--- config.mk ---
export PLATFORM = sky130hd
export DESIGN_NAME = line_burst_adaptor
export DESIGN_NICKNAME = d
export VERILOG_FILES = /design/src/rtl/cache_pkg.sv /design/src/rtl/line_burst_adaptor.sv
export SDC_FILE = /design/constraint.sdc
export NUM_CORES = 1
export LEC_CHECK = 0
export BUFFER_PORTS_ARGS = -buffer_cell sky130_fd_sc_hd__buf_4
export CAP_MARGIN = 10
export CORE_AREA = 4 4 277 279
export DETAILED_ROUTE_END_ITERATION = 12
export DIE_AREA = 0 0 281 283
export GPL_TIMING_DRIVEN = 0
export SLEW_MARGIN = 20
export SYNTH_ARGS = -nofsm -noshare
export SYNTH_HDL_FRONTEND = slang
export SYNTH_SLANG_ARGS = --single-unit
--- constraint.sdc ---
create_clock -name clk -period 2.55 [get_ports clk]
set_input_delay 0.3825 -clock clk [delete_from_list [all_inputs] [get_ports clk]]
set_output_delay 0.3825 -clock clk [all_outputs]
set_load 0.01 [all_outputs]
--- src/rtl/cache_pkg.sv ---
`default_nettype none
// ============================================================================
//  Module      : cache_pkg
//  Description : Shared types and sizes for the line/burst adaptor that sits
//                between the 2-way cache and physical memory.
//  Revision    : 1.0  initial release
// ============================================================================
package cache_pkg;

  // Adaptor control states
  typedef enum logic [1:0] {
    IDLE     = 2'd0,
    RD_BURST = 2'd1,
    WR_BURST = 2'd2,
    DONE     = 2'd3
  } adaptor_state_t;

  localparam int LINE_W      = 256;
  localparam int BURST_W     = 64;
  localparam int BEATS       = LINE_W / BURST_W;
  localparam int OFFSET_BITS = 5;

endpackage : cache_pkg
`default_nettype wire

--- src/rtl/line_burst_adaptor.sv ---
`default_nettype none
// ============================================================================
//  Module      : line_burst_adaptor
//  Description : Splits a 256-bit cache line into a 4 x 64-bit memory write
//                burst and reassembles 4 read beats into one line. One
//                resp_o pulse per completed line transfer.
//  Revision    : 1.0  initial release
// ============================================================================
module line_burst_adaptor
  import cache_pkg::*;
(
  input  logic               clk,
  input  logic               rst_n,
  input  logic [LINE_W-1:0]  line_i,
  output logic [LINE_W-1:0]  line_o,
  input  logic [31:0]        address_i,
  input  logic               read_i,
  input  logic               write_i,
  output logic               resp_o,
  input  logic [BURST_W-1:0] burst_i,
  output logic [BURST_W-1:0] burst_o,
  output logic [31:0]        address_o,
  output logic               read_o,
  output logic               write_o,
  input  logic               resp_i
);

  localparam int                 CNT_W     = $clog2(BEATS);
  localparam logic [CNT_W-1:0]   LAST_BEAT = CNT_W'(BEATS - 1);
  // Clears the byte-offset bits so the memory sees a line-aligned address.
  localparam logic [31:0]        LINE_MASK = ~((32'd1 << OFFSET_BITS) - 32'd1);

  adaptor_state_t     r_state;
  adaptor_state_t     w_state_next;
  logic [CNT_W-1:0]   r_count;
  logic [LINE_W-1:0]  r_line_wr;
  logic [LINE_W-1:0]  r_line_rd;
  logic [31:0]        r_addr;
  logic               w_last_beat;

  // A beat on the final index closes the burst.
  assign w_last_beat = resp_i && (r_count == LAST_BEAT);

  // State, beat counter, request latches and the assembled read line.
  always_ff @(posedge clk or negedge rst_n) begin
    if (!rst_n) begin
      r_state   <= IDLE;
      r_count   <= '0;
      r_line_wr <= '0;
      r_line_rd <= '0;
      r_addr    <= '0;
    end else begin
      r_state <= w_state_next;
      case (r_state)
        IDLE: begin
          // Count restarts for every burst; resp_i is ignored here.
          r_count <= '0;
          if (write_i) begin
            r_line_wr <= line_i;
            r_addr    <= address_i & LINE_MASK;
          end else if (read_i) begin
            r_addr    <= address_i & LINE_MASK;
          end
        end
        RD_BURST: begin
          if (resp_i) begin
            r_line_rd[r_count*BURST_W +: BURST_W] <= burst_i;
            r_count <= r_count + 1'b1;
          end
        end
        WR_BURST: begin
          if (resp_i) begin
            r_count <= r_count + 1'b1;
          end
        end
        default: ;
      endcase
    end
  end

  // Next-state decode and bus outputs derived from the current state.
  always_comb begin
    w_state_next = r_state;
    read_o       = 1'b0;
    write_o      = 1'b0;
    resp_o       = 1'b0;
    burst_o      = '0;
    case (r_state)
      IDLE: begin
        if (write_i) begin
          w_state_next = WR_BURST;
        end else if (read_i) begin
          w_state_next = RD_BURST;
        end
      end
      RD_BURST: begin
        read_o = 1'b1;
        if (w_last_beat) begin
          w_state_next = DONE;
        end
      end
      WR_BURST: begin
        write_o = 1'b1;
        burst_o = r_line_wr[r_count*BURST_W +: BURST_W];
        if (w_last_beat) begin
          w_state_next = DONE;
        end
      end
      DONE: begin
        resp_o       = 1'b1;
        w_state_next = IDLE;
      end
      default: w_state_next = IDLE;
    endcase
  end

  assign line_o    = r_line_rd;
  assign address_o = r_addr;

endmodule : line_burst_adaptor
`default_nettype wire

==> key figures, run 1 <==
Timing
  • Finish-stage setup viols: 60
  • Pins over their slew limit: 0
  • Fin crit share: 104.2%
  • Final critical delay including setup and external delays: 2.656 ns
  • Max Clock Freq: 376.5 MHz
  • Smallest hold slack: 0.03625 ns
  • Unrepaired setup endpoints after global routing: yes
  • Clk_skew: 0.02038 ns
  • Relative max-transition margin: 56.78%
  • Final Hold Vio Count: 0
  • Transition time at the pin with the least slew margin: 0.6483 ns
  • Least setup slack across all paths after layout: -0.1063 ns

Floorplan
  • Starting utilization of the core area: 29.52%
  • Height of the die: 283 um
  • Die outline area: 0.07952 sq mm
  • Floorplan die width: 281 um
  • Number of placed I/O pins: 712
  • Standard-cell rows: 100
  • Placeable core region: 0.07420 sq mm

Setup path
  • R2R Path End: line_o[54]
  • Nature of the critical path endpoint: output pin
  • Crit path buf inv count: 4
  • Worst reg2reg path depth: 10
  • Critical path cell sequence: buf_6 > buf_12 > buf_12 > mux4_2 > and2_4 > buf_6
  • Count of cell instances traversed by the critical path: 6
  • Worst setup path class: reg -> out
  • Highest fanout seen on the critical path: 10
  • Worst setup path startpoint: r_count[0]
  • Critical path launch point type: flip-flop
  • Crit-path leading delay family: buffers and inverters
  • Delay contributed by the slowest stage of the critical path: 0.51 ns
  • Data arrival time of the worst path: 2.27 ns
  • Internal reg-to-reg setup slack: 0.11 ns
  • Capturing element of the worst setup path: burst_o[48]
  • Crit path required time: 2.17 ns
  • Worst reg2reg path startpoint: r_count[0]
  • Worst path slowest cell: mux4_2

Logic synthesis
  • Sequential share of the synthesized area: 62.05%
  • Total of flip-flops plus latches after synthesis: 543
  • Average footprint of a synthesized cell: 16.00 sq um
  • Post-synth design cell area: 0.02190 sq mm
  • Count of yosys warnings during synthesis: 0
  • Number of cells produced by synthesis: 1369
  • Distinct cells, synth: 32

Pwr
  • Overall power: 36980 uW
  • Peak supply drop: 0.6861 mV
  • Cell Pwr Density: 1077 mW/mm^2
  • Leakage dissipation: 0.01633 uW

Route
  • Pre-Repair DR Iteration Count: 5
  • 1st-iter DRT viols: 786
  • Sum of routed wire length over all layers: 83170 um
  • Antenna violation net count after detailed routing: 0
  • Number of vias per cell: 4.894
  • Final routed DRC violation total: 0
  • Average wire per standard cell: 23.84 um
  • Via count of the routed design: 17070

Clock tree
  • Deepest clock path buffer count: 3
  • CTS H-tree depth: 2
  • Number of clock sinks: 543
  • Cts bufs inserted: 59
  • Clk Tree Root Cell: clkbuf_16
  • Register clock-pin slew on the reported worst setup and hold paths: 0.06 ns
  • Clock latency on the worst-skew pair: 0.61 ns
  • TritonCTS clock tree: done

Layout
  • Multi-input logic area: 0.007779 sq mm
  • Sequential cell area: 0.01359 sq mm
  • Area Growth Syn to Fin: 56.83%
  • Design Area, Final: 0.03435 sq mm
  • Post-Layout Cell Count: 3488
  • Layout fillers: 6495
  • Commonest cells after routing, fill and taps aside: buf_4, dfrtp_1, dlygate4sd3_1
  • Net count reported at finish: 2826
  • Proportion of layout cells with a drive suffix above 1: 52.77%
  • Most common cell after layout, fill and taps aside: buf_4

Global route
  • Maximum number of pins on one net before global-route repair: 101
  • Gr ovfl total: 0
  • Global-route wire length before repair: 123000 um
  • Number of global-route vias before repair: 18980
  • All-layer global routing usage: 20.26%
  • Antenna violations before repair: 11

Placed design
  • DP Cell Count: 3049
  • Count of input and output buffers: 700
  • Detailed-placement wirelength estimate: 60530 um
  • Routability congestion estimate from global placement: 0.8475
  • Placed inst area: 0.02858 sq mm
  • Post-place setup slack: -0.6551 ns

Status
  • Violated checks: negative setup slack
  • Result of the run: complete, but fails checks

Job
  • Maximum Capacitance Violations: 0

Hold path
  • Hold crit path type: in -> reg
==> worst register-to-register path, cell delays in order (launching register included) <==
cell and delay (ns):
dfrtp_1 0.39, buf_6 0.15, clkbuf_16 0.17, buf_4 0.14, inv_1 0.11, ha_2 0.33
and4b_1 0.25, and3_1 0.17, buf_6 0.19, buf_2 0.28, a22o_1 0.18
==> flip-flops by register name, indices dropped and copies added (netlist names) <==
| register | cells |
|---|---|
| line_o | 256 |
| r_line_wr | 256 |
| address_o | 27 |
| r_count | 2 |
| r_state | 2 |
==> per-stage QoR <==
step / util (%) / TNS [ns]
after floorplan: - / 0
after global placement: 38.25 / -2629.25
after detailed placement: 38.52 / -150.17
after CTS: 46.10 / -7.345
after global routing: 46.28 / -8.900
final: 46.29 / -2.811
==> worst min-delay path by stage <==
stage / start / end / slack [ns] / cells after the start
2_1_floorplan: rst_n / address_o[10] / 0.09 / 0
3_3_place_gp: r_line_wr[135] / r_line_wr[135] / 0.48 / 1
3_5_place_dp: rst_n / line_o[254] / 0.36 / 1
4_1_cts: address_i[16] / address_o[16] / 0.0004 / 2
5_1_grt: line_i[251] / r_line_wr[251] / 0.01 / 2
6_report: burst_i[31] / line_o[223] / 0.04 / 2
==> Yosys cell counts <==
master,count,share of area (%)
a21bo_2,1,0.046
a21oi_1,2,0.046
a22o_1,256,10
a32oi_1,1,0.040
and2_1,64,1.8
and3_1,1,0.029
and4b_1,1,0.046
buf_1,6,0.10
buf_12,4,0.37
buf_2,47,1.1
buf_4,15,0.51
buf_6,11,0.57
clkbuf_1,28,0.48
conb_1,1,0.017
dfrtp_1,543,62
ha_1,9,0.51
inv_1,5,0.086
inv_2,1,0.017
mux2_2,283,15
mux2i_1,1,0.046
mux4_2,64,6.6
nand2_1,5,0.086
nand2b_1,2,0.057
nand2b_2,1,0.040
nand3_1,4,0.091
nand3_2,1,0.046
nor2_1,2,0.034
nor3_1,3,0.069
nor4_4,2,0.19
nor4b_1,1,0.040
o21ai_0,3,0.069
o21ai_2,1,0.040
==> area by class of cell <==
cell class	instances	area share, %
Inverter	6	0.06557
Timing Repair Buffer	1026	25.95
Sequential cell	543	39.57
Antenna cell	14	0.1020
Tap cell	969	3.530
Multi-Input combinational cell	713	22.65
Clock inverter	16	0.4809
Buffer	111	2.372
Clock buffer	90	5.286
==> per-layer routing <==
| layer | part of all wire (%) | vias to the layer above | global-route usage (%) |
|---|---|---|---|
| met5 | 0.016 | - | 0 |
| met4 | 4.4 | 2 | 8.400 |
| met3 | 5.6 | 191 | 4.166 |
| met2 | 50 | 650 | 34.20 |
| met1 | 40 | 8897 | 25.33 |
| li1 | - | 7332 | - |
==> power by group <==
part	switching, uW	internal [uW]
Clock	3530	5170
Sequential	1920	11900
Combinational	5980	8430
==> logic make-up (layout without fill, tap and decap cells) <==
logic type               after synthesis  after routing  synth area share (%)
AO/OA/AOI/OAI                        264            264                 10.48
flip-flops                           543            543                 62.05
adder cells (fa/ha/maj)                9              9                0.5142
AND/OR/NAND/NOR                       87             87                 2.560
buffers and inverters                117           1249                 3.205
other                                  1             19               0.01712
multiplexers                         348            348                 21.18
==> repair_timing <==
item | CTS | global route
hold buffers | 301 | 0
setup endpoints to repair | 467 | 271
hold endpoints to repair | 388 | 0
gates resized for setup | 139 | 27
buffers inserted | 12 | 3
gates cloned | 3 | 2
pin swaps | 20 | 9
(Power assumes the default switching activity.)
==> run 2: changes to the inputs <==
--- a/config.mk
+++ b/config.mk
@@ -11,6 +11,7 @@
 export DETAILED_ROUTE_END_ITERATION = 12
 export DIE_AREA = 0 0 281 283
 export GPL_TIMING_DRIVEN = 0
+export REMOVE_ABC_BUFFERS = 1
 export SLEW_MARGIN = 20
 export SYNTH_ARGS = -nofsm -noshare
 export SYNTH_HDL_FRONTEND = slang
==> constraint.sdc (replaced) <==
create_clock -name clk -period 2.26 [get_ports clk]
set_input_delay 0.339 -clock clk [delete_from_list [all_inputs] [get_ports clk]]
set_output_delay 0.339 -clock clk [all_outputs]
set_load 0.01 [all_outputs]
==> key figures, run 2 (same netlist as run 1, synthesis figures left out) <==
Timing
  • Clk_skew: 0.02111 ns (+0.0007293 ns)
  • Least setup slack across all paths after layout: -0.4059 ns (-0.2996 ns)
  • Setup TNS after final layout: -22.18 ns (-19.37 ns)
  • Relative max-transition margin: 41.18% (-16 points)
  • Fin crit share: 118.0%
  • Final Hold Vio Count: 0 (unchanged)
  • Final critical delay including setup and external delays: 2.666 ns
  • Unrepaired setup endpoints after global routing: yes
  • Finish-stage setup viols: 64 (+6.7%)
  • Pins over their slew limit: 0 (unchanged)
  • Transition time at the pin with the least slew margin: 0.8790 ns (+0.2307 ns)
  • Max Clock Freq: 375.1 MHz

Layout
  • Area Growth Syn to Fin: 63.69%
  • Multi-input logic area: 0.008063 sq mm (+3.7%)
  • Net count reported at finish: 2848 (+0.78%)
  • Layout fillers: 6210 (-4.4%)
  • Proportion of layout cells with a drive suffix above 1: 53.48% (+0.70 points)
  • Most common cell after layout, fill and taps aside: buf_4
  • Commonest cells after routing, fill and taps aside: buf_4, dfrtp_1, dlygate4sd3_1
  • Core occupancy in the finished layout: 48.31% (+2.0 points)
  • Sequential cell area: 0.01360 sq mm (about the same)

Setup path
  • Worst reg2reg path startpoint: r_count[0]
  • Worst reg2reg path depth: 11 (+1)
  • Data arrival time of the worst path: 2.33 ns (+0.06 ns)
  • Crit-path leading delay family: buffers and inverters
  • Crit path required time: 1.92 ns (-0.25 ns)
  • Critical path launch point type: flip-flop
  • Worst path slowest cell: mux4_2
  • Crit path buf inv count: 4 (unchanged)
  • Nature of the critical path endpoint: output pin
  • R2R Path End: line_o[113]
  • Critical path cell sequence: buf_12 > buf_16 > clkbuf_16 > mux4_2 > and2_4 > buf_6
  • Highest fanout seen on the critical path: 6 (-4)
  • Internal reg-to-reg setup slack: 0.06 ns (-0.05 ns)
  • Worst setup path class: reg -> out
  • Delay contributed by the slowest stage of the critical path: 0.51 ns (about the same)

Floorplan
  • Standard-cell rows: 100 (unchanged)
  • Height of the die: 283 um (unchanged)
  • Placeable core region: 0.07420 sq mm (unchanged)
  • Die outline area: 0.07952 sq mm (unchanged)
  • Number of placed I/O pins: 712 (unchanged)
  • Floorplan die width: 281 um (unchanged)
  • Starting utilization of the core area: 29.52% (unchanged)

Route
  • Pre-Repair DR Iteration Count: 4 (-1)
  • Antenna violation net count after detailed routing: 0 (unchanged)
  • Via count of the routed design: 17300 (+1.4%)
  • M1 WL: 33820 um (+0.55%)
  • Top routing layer in use: met5
  • DR WL met3: 7415 um (+58%)
  • Sum of routed wire length over all layers: 87970 um (+5.8%)
  • Average wire per standard cell: 25.08 um (+5.2%)
  • Routed met2 length: 43120 um (+4.7%)
  • 1st-iter DRT viols: 708 (-9.9%)
  • Final routed DRC violation total: 0 (unchanged)
  • Number of vias per cell: 4.934 (+0.81%)

Status
  • Result of the run: complete, but fails checks
  • Violated checks: negative setup slack

Placed design
  • Routability congestion estimate from global placement: 0.8081 (-4.6%)
  • Count of input and output buffers: 701 (+0.14%)
  • Detailed-placement wirelength estimate: 54000 um (-11%)

Clock tree
  • Clk Tree Root Cell: clkbuf_16
  • TritonCTS clock tree: done
  • Deepest clock path buffer count: 3 (unchanged)
  • CTS H-tree depth: 2 (unchanged)
  • Register clock-pin slew on the reported worst setup and hold paths: 0.07 ns (about the same)
  • Cts bufs inserted: 60 (+1.7%)
  • Number of clock sinks: 543 (unchanged)
  • Clock latency on the worst-skew pair: 0.62 ns (about the same)

Global route
  • Maximum number of pins on one net before global-route repair: 106 (+5.0%)
  • Gr ovfl total: 0 (unchanged)
  • Global-route wire length before repair: 126000 um (+2.5%)
  • Antenna violations before repair: 8 (-3)
  • Number of global-route vias before repair: 19380 (+2.1%)
  • All-layer global routing usage: 20.84% (+0.58 points)

Pwr
  • Leakage dissipation: 0.01691 uW (+3.5%)
  • Overall power: 43500 uW (+18%)
  • Cell Pwr Density: 1213 mW/mm^2 (+13%)
  • Peak supply drop: 0.6119 mV (-11%)

Hold path
  • Hold_sp: burst_i[29]
  • Min-Delay Path Depth: 2 (unchanged)
  • WHS Endpoint: line_o[93]
  • Hold crit path type: in -> reg

Job
  • Maximum Capacitance Violations: 0 (unchanged)
run 2: cell count changes in the layout (fill, tap and decap cells not counted), moves of 8 or more:
| cell | previous run | this run |
|---|---|---|
| clkbuf_16 | 63 | 73 |
| clkinv_2 | 10 | 18 |
| dlygate4sd3_1 | 301 | 346 |
| and2_4 | 49 | 64 |
| buf_12 | 11 | 20 |
| buf_16 | 8 | 28 |
| clkbuf_1 | 29 | 12 |
| diode_2 | 14 | 6 |
| clkbuf_4 | 8 | 0 |
| and2_1 | 15 | 0 |
| buf_2 | 39 | 0 |
run 2: through the flow:
stage	instances	hold slack [ns]	setup slack, ns	cell area (sq um)
2_1_floorplan	1262	0.04341	-7.007	21240
3_3_place_gp	2932	0.4815	-15.79	27710
3_5_place_dp	2973	0.3775	-1.765	28470
4_1_cts	3476	0.01226	-0.4712	35250
5_1_grt	3506	0.02448	-0.4925	35840
6_report	3507	0.06454	-0.4059	35850
run 2: metal layers:
layer / vias to the layer above / track usage (%)
li1: 7391 / -
met1: 8960 / 24.86
met2: 792 / 35.37
met3: 159 / 6.134
met4: 2 / 8.260
met5: - / 0
run 2: worst max-delay path by stage:
stage | from | to | slack (ns) | cells after the start
2_1_floorplan | r_count[0] | line_o[128] | -7.01 | 5
3_3_place_gp | r_count[1] | line_o[169] | -15.79 | 4
3_5_place_dp | r_count[0] | line_o[186] | -1.76 | 13
4_1_cts | r_count[0] | burst_o[37] | -0.47 | 6
5_1_grt | r_count[0] | burst_o[35] | -0.49 | 6
6_report | r_count[0] | burst_o[44] | -0.41 | 6
run 2: power breakdown:
group / total, uW / switching (uW) / internal [uW]
logic: 17900 / 7330 / 10600
registers: 15700 / 2170 / 13500
clock network: 9900 / 4130 / 5770
run 2: worst register-to-register path: cells and delay by family (launching register included):
kind,cells,cell delay [ns]
adder cells (fa/ha/maj),1,0.20
AND/OR/NAND/NOR,2,0.15
flip-flops,1,0.50
AO/OA/AOI/OAI,1,0.20
buffers and inverters,7,1.04
run 2: cell type report:
type	count	area share [%]
antenna	6	0.04188
clock buffer	84	4.806
clock inverter	28	0.7400
inverter	6	0.08028
multi-input combinational	720	22.49
sequential	543	37.93
tap	969	3.382
timing repair buffer	1151	30.52
run 2: what timing repair did:
action / CTS / global route
buffers inserted: 34 / 16
hold endpoints to repair: 605 / 0
pin swaps: 29 / 28
hold buffers: 346 / 0
setup endpoints to repair: 519 / 359
cloned: 21 / 13
gates resized for setup: 167 / 57
